## config.mk

```make
export PLATFORM = sky130hd
export DESIGN_NAME = payload_nfa_chain
export DESIGN_NICKNAME = d
export VERILOG_FILES = /design/src/rtl/payload_engine_pkg.sv /design/src/rtl/payload_nfa_cell.sv /design/src/rtl/payload_nfa_chain.sv
export SDC_FILE = /design/constraint.sdc
export NUM_CORES = 1
export LEC_CHECK = 0
export BUFFER_PORTS_ARGS = -buffer_cell sky130_fd_sc_hd__buf_2
export CORE_MARGIN = 4
export CORE_UTILIZATION = 50
export CTS_BUF_LIST = sky130_fd_sc_hd__clkbuf_4 sky130_fd_sc_hd__clkbuf_8
export DETAILED_ROUTE_END_ITERATION = 10
export PLACE_DENSITY = 0.89
export SLEW_MARGIN = 30
export SYNTH_ARGS = -nofsm -noshare
export SYNTH_HDL_FRONTEND = slang
export SYNTH_SLANG_ARGS = --single-unit
```

## constraint.sdc

```tcl
create_clock -name clk -period 4.65 [get_ports clk]
set_input_delay 0.6975 -clock clk [delete_from_list [all_inputs] [get_ports clk]]
set_output_delay 0.6975 -clock clk [all_outputs]
set_load 0.02 [all_outputs]
```

## src/rtl/payload_engine_pkg.sv

```systemverilog
// Shared constants and helpers for the payload engine (class indices, clog2).
// Latency: n/a (package only).
// Backpressure: n/a.
package payload_engine_pkg;

    localparam int CLS_DIGIT    = 0;
    localparam int CLS_ALPHA    = 1;
    localparam int CLS_NOT_CRLF = 2;
    localparam int CLS_PIPE     = 3;
    localparam int CLS_SPACE    = 4;
    localparam int CLS_HEX      = 5;
    localparam int CLS_ANY      = 63;

    function automatic int clog2(input int value);
        int r;
        r = 0;
        for (int i = 0; i < 31; i++) begin
            if ((1 << i) < value) begin
                r = i + 1;
            end
        end
        return r;
    endfunction

endpackage

```

## src/rtl/payload_nfa_cell.sv

```systemverilog
// One NFA pattern position: active when its class hits and it is entered or self-loops.
// Latency: 1 cycle (s registered); s_nxt is the combinational next value.
// Backpressure: none; state holds while en is low.
module payload_nfa_cell (
    input  logic clk,
    input  logic rst_n,
    input  logic en,
    input  logic cls_bit,
    input  logic act,
    input  logic loop_en,
    output logic s,
    output logic s_nxt
);

    assign s_nxt = cls_bit & (act | (loop_en & s));

    always_ff @(posedge clk or negedge rst_n) begin
        if (!rst_n) begin
            s <= 1'b0;
        end else if (en) begin
            s <= s_nxt;
        end
    end

endmodule

```

## src/rtl/payload_nfa_chain.sv

```systemverilog
// Parametrised NFA chain matcher: per-position flops, first-match offset, per-packet result.
// Latency: byte at cycle t -> match/match_offset/result at t+1; one byte per cycle.
// Backpressure: none; en low freezes all state, result is a single-cycle pulse.
module payload_nfa_chain
    import payload_engine_pkg::*;
#(
    parameter int unsigned                      N_STATES  = 24,
    parameter int unsigned                      N_CLASSES = 64,
    parameter int unsigned                      CLS_W     = 6,
    parameter logic [N_STATES*CLS_W-1:0]        CLASS_IDX = '0,
    parameter logic [N_STATES-1:0]              LOOP_MASK = '0,
    parameter logic [N_STATES-1:0]              SKIP_MASK = '0,
    parameter bit                               ANCHORED  = 1'b1,
    parameter int unsigned                      OFFSET_W  = 16
) (
    input  logic                 clk,
    input  logic                 rst_n,
    input  logic                 en,
    input  logic                 sod,
    input  logic                 eod,
    input  logic [N_CLASSES-1:0] cls,
    output logic                 match,
    output logic [OFFSET_W-1:0]  match_offset,
    output logic                 result_valid,
    output logic                 result_match
);

    localparam logic [OFFSET_W-1:0] OFF_MAX = '1;

    if (N_STATES < 2) begin : g_bad_len
        $error("payload_nfa_chain: N_STATES must be at least 2");
    end
    if (SKIP_MASK[N_STATES-1]) begin : g_bad_skip
        $error("payload_nfa_chain: last position cannot be skippable");
    end
    if (CLS_W < clog2(N_CLASSES)) begin : g_bad_clsw
        $error("payload_nfa_chain: CLS_W too narrow for N_CLASSES");
    end

    logic [N_STATES-1:0] s;
    logic [N_STATES-1:0] s_nxt;
    logic [N_STATES-1:0] s_prev;
    logic [N_STATES-1:0] act;
    logic [N_STATES-1:0] cls_sel;
    logic [N_STATES-1:0] loop_en;

    logic [OFFSET_W-1:0] cnt;
    logic [OFFSET_W-1:0] cur_off;
    logic [OFFSET_W-1:0] cnt_nxt;
    logic [OFFSET_W-1:0] off_base;
    logic [OFFSET_W-1:0] off_nxt;
    logic                match_base;
    logic                match_nxt;
    logic                accept;
    logic                first;
    logic                unused_cls;

    // Only the configured class lines are consumed; fold the rest away.
    assign unused_cls = ^cls;

    for (genvar i = 0; i < N_STATES; i++) begin : g_pos
        if (int'(CLASS_IDX[i*CLS_W +: CLS_W]) >= int'(N_CLASSES)) begin : g_bad_idx
            $error("payload_nfa_chain: CLASS_IDX entry out of range");
        end

        assign cls_sel[i] = cls[CLASS_IDX[i*CLS_W +: CLS_W]];
        // A start-of-data byte discards any in-flight partial match, including self-loops.
        assign loop_en[i] = LOOP_MASK[i] & ~sod;

        payload_nfa_cell u_cell (
            .clk     (clk),
            .rst_n   (rst_n),
            .en      (en),
            .cls_bit (cls_sel[i]),
            .act     (act[i]),
            .loop_en (loop_en[i]),
            .s       (s[i]),
            .s_nxt   (s_nxt[i])
        );
    end

    assign first = (cnt == '0);

    always_comb begin
        s_prev = sod ? '0 : s;
        act    = '0;
        act[0] = ANCHORED ? (sod | first) : 1'b1;
        for (int i = 1; i < int'(N_STATES); i++) begin
            act[i] = s_prev[i-1] | (SKIP_MASK[i-1] & act[i-1]);
        end
    end

    always_comb begin
        cur_off    = sod ? '0 : cnt;
        cnt_nxt    = (cur_off == OFF_MAX) ? OFF_MAX : cur_off + 1'b1;
        match_base = sod ? 1'b0 : match;
        off_base   = sod ? '0 : match_offset;
        accept     = s_nxt[N_STATES-1];
        match_nxt  = match_base | accept;
        // Only the first accept of a packet records the offset.
        off_nxt    = (accept & ~match_base) ? cur_off : off_base;
    end

    always_ff @(posedge clk or negedge rst_n) begin
        if (!rst_n) begin
            cnt          <= '0;
            match        <= 1'b0;
            match_offset <= '0;
            result_valid <= 1'b0;
            result_match <= 1'b0;
        end else begin
            result_valid <= en & eod;
            result_match <= en & eod & match_nxt;
            if (en) begin
                cnt          <= cnt_nxt;
                match        <= match_nxt;
                match_offset <= off_nxt;
            end
        end
    end

endmodule
```

==> summary.txt <==
CTS
  – Number of setup buffers added after CTS: 0
  – H-Tree Depth: 3
  – Clock transition at path regs: 0.06 ns
  – Clk_lat worst skew: 0.34 ns
  – Resized cells post-CTS: 0
  – Cts hold-fix bufs: 0
  – TritonCTS buffer count: 9
  – CTS tree: yes
  – Maximum clock path buffer count: 2
  – # clock sinks: between 50 and 60
  – CTS root buffer: clkbuf_8

Critical path
  – Max incr delay on CP: roughly 0.4 ns
  – CP Cell Sequence: buf_2 -> nor2b_1 -> ha_1 -> and4_1 -> nand4_4 -> nor3_2 -> nor2_1 -> a311oi_1
  – WS Path Type: in2reg
  – Startpoint types: primary input
  – Slowest cell on the critical path: and4_1
  – Worst Setup End Kind: flip-flop
  – Worst-path fanout max: 17
  – CP arrival: around 2.9 ns
  – Critical Path RT: slightly below 5 ns

Cells and area
  – Share of cells above drive strength 1: 0.207
  – Antenna Cells: 0
  – Most frequent cells in the layout: 58 x dfrtp_1, 38 x a22o_1, 24 x buf_2
  – Final instance area: roughly 2900 um2
  – Commonest non-fill, non-tap cell in the layout: dfrtp_1
  – Finished Core Util: 0.601
  – Area occupied by registers: 1450 um2
  – Multi-input logic area: just under 1000 um2
  – Synth-to-Final Area Change: 15.2%
  – # nets final: a little over 300
  – Fill cell count: 407

Timing
  – Setup TNS Final: 0 ns
  – Max Slew Vio Count: 0
  – Part of the cycle the worst path needs: 0.562
  – Fin Hold WS: ~0.48 ns
  – Maximum clock frequency: between 0.3 and 0.4 GHz
  – Fin. Hold Viols: 0
  – Worst Skew: 0.00407 ns
  – Setup violations, final: 0
  – Unrepaired setup endpoints after global routing: false
  – Min Tclk post-route: around 2.6 ns
  – Worst Tran Pin Value: 0.797 ns
  – Slew HR: 0.468

Route
  – Via count: 1843
  – Routed met3 length: between 200 and 300 um
  – Remaining antenna violation count: 0
  – Highest routed metal layer: met4
  – WL per Instance: 16.4 um
  – First-pass iteration count of the detailed router: 4
  – Starting DRT DRC Count: 157
  – Drt total wl: a little over 5000 um
  – Drt via density: ~6
  – Met2 Routed Length: about 2400 um
  – Drc violations: 0
  – Metal-1 WL: between 2000 and 2500 um

Die
  – Die Wd: between 70 and 80 um
  – I/O pins: a little under 90
  – Die Ht: slightly below 80 um
  – Die area: 6150 um2
  – Initial Util: 0.521
  – # rows: 25
  – Core area: 4750 um2

Synth
  – Synth Instances: roughly 210
  – Synth cell types: 38
  – Post-synthesis register bit count: 58
  – Synth Cell Area: about 2500 um2
  – Syn Area/Cell: about 12 um2
  – Synth Net Count: between 200 and 300
  – Synth Warn #: 0
  – Sequential area share after synthesis: 0.586

Global route
  – Global-route wire length before repair: about 8700 um
  – Grt ovf: 0
  – Initial antenna violation count: 0
  – Vias in the first global route: about 1900
  – Total Routing Usage GR: 0.183
  – Pin count of the biggest net entering global routing: 59

Power and ir drop
  – Pleak: ~1.4 nW
  – Worst VDD drop: ~240 uV
  – Pwr per Cell Area: ~370 nW/um2
  – Final Power: roughly 0.0010 W

Placed design
  – Hpwl dp: around 3200 um
  – Cell Area, Placed: about 2700 um2
  – Final GP Congestion: ~0.9
  – Port-buffer cells: 24

Outcome
  – Status: finished, final reports clean

Worst hold path
  – Hold Path Class: in2async

Flow run
  – MaxCap Viol Count: 0
Yosys cell counts (all sizes together):
| cell type | number | area share |
|---|---|---|
| nand3b | 2 | 0.0061 |
| nor4 | 5 | 0.015 |
| ha | 1 | 0.0050 |
| clkbuf | 10 | 0.015 |
| or3 | 1 | 0.0025 |
| nand4b | 1 | 0.0035 |
| mux2i | 3 | 0.012 |
| a311oi | 3 | 0.011 |
| nand4 | 3 | 0.014 |
| and3 | 2 | 0.0050 |
| nand2 | 12 | 0.018 |
| a22o | 38 | 0.13 |
| a41oi | 2 | 0.0071 |
| nor2 | 15 | 0.023 |
| inv | 3 | 0.0045 |
| a21o | 2 | 0.0061 |
| a31oi | 2 | 0.0050 |
| nor3b | 3 | 0.0091 |
| nand3 | 4 | 0.0081 |
| dfrtp | 58 | 0.59 |
| and4 | 3 | 0.011 |
| buf | 4 | 0.0091 |
| a21oi | 14 | 0.028 |
| and4b | 2 | 0.0086 |
| o21ai | 5 | 0.010 |
| o311ai | 1 | 0.0035 |
| o31ai | 1 | 0.0050 |
| nor3 | 5 | 0.012 |
| and2 | 3 | 0.0076 |
| a41o | 2 | 0.0081 |
| nor2b | 3 | 0.0076 |
stage by stage:
| stage | setup slack (ns) | cells |
|---|---|---|
| floorplan | 2.25 | 213 |
| global placement | 1.80 | 292 |
| detailed placement | 1.71 | 292 |
| CTS | 2.07 | 308 |
| global route | 1.85 | 308 |
| finish | 2.04 | 308 |
final cells by class:
class                           count  share of cell area
Sequential cell                    58               0.508
Multi-Input combinational cell    138               0.340
Clock buffer                       11              0.0530
Timing Repair Buffer               26              0.0473
Tap cell                           67              0.0293
Clock inverter                      5              0.0184
Inverter                            3             0.00394
cell families (layout without fill, tap and decap cells):
kind of cell	after synthesis	count (layout)	synth area share
compound gates	70	70	0.218
fa+ha+maj	1	1	0.00505
simple gates	64	64	0.150
mux	3	3	0.0121
buf+inv	17	45	0.0288
flops	58	58	0.586
sequential cells by signal, summed over array words and instances (netlist names):
register	cells
cnt	16
match	1
match_offset	16
g_pos.u_cell.s	23
result_valid	1
result_match	1
metal layers:
| layer | track usage | vias to the layer above |
|---|---|---|
| met5 | 0 | - |
| met4 | 0.0804 | 0 |
| met3 | 0.0722 | 18 |
| met2 | 0.289 | 52 |
| met1 | 0.222 | 912 |
| li1 | - | 861 |
power breakdown:
| group | switching (W) | leakage, nW | internal (W) |
|---|---|---|---|
| Sequential | 0.00000964 | 0.801 | 0.000512 |
| Combinational | 0.0000371 | 0.456 | 0.0000154 |
| Clock | 0.000196 | 0.105 | 0.000273 |
worst max-delay path, delay by kind of cell:
kind                       cells  cell delay (ns)
AOI/OAI and AO/OA              1             0.33
adders and majority gates      1             0.31
buffers and inverters          1             0.23
and+or+nand+nor                5             1.28
path summary, 6_finish.rpt:
path | depth (start not counted) | endpoint | from | slack (ns)
max reg2reg | 7 | cnt[11]$_DFFE_PN0P_ | cnt[0]$_DFFE_PN0P_ | 2.22
min reg2reg | 1 | g_pos[11].u_cell.s$_DFFE_PN0P_ | g_pos[10].u_cell.s$_DFFE_PN0P_ | 0.49
max in group asynchronous | 2 | g_pos[5].u_cell.s$_DFFE_PN0P_ | rst_n | 3.69
min in group clk | 1 | g_pos[11].u_cell.s$_DFFE_PN0P_ | g_pos[10].u_cell.s$_DFFE_PN0P_ | 0.49
max | 8 | cnt[11]$_DFFE_PN0P_ | sod | 2.04
min | 2 | match_offset[5]$_DFFE_PN0P_ | rst_n | 0.48
No activity file was read; power rests on OpenSTA's default activity.
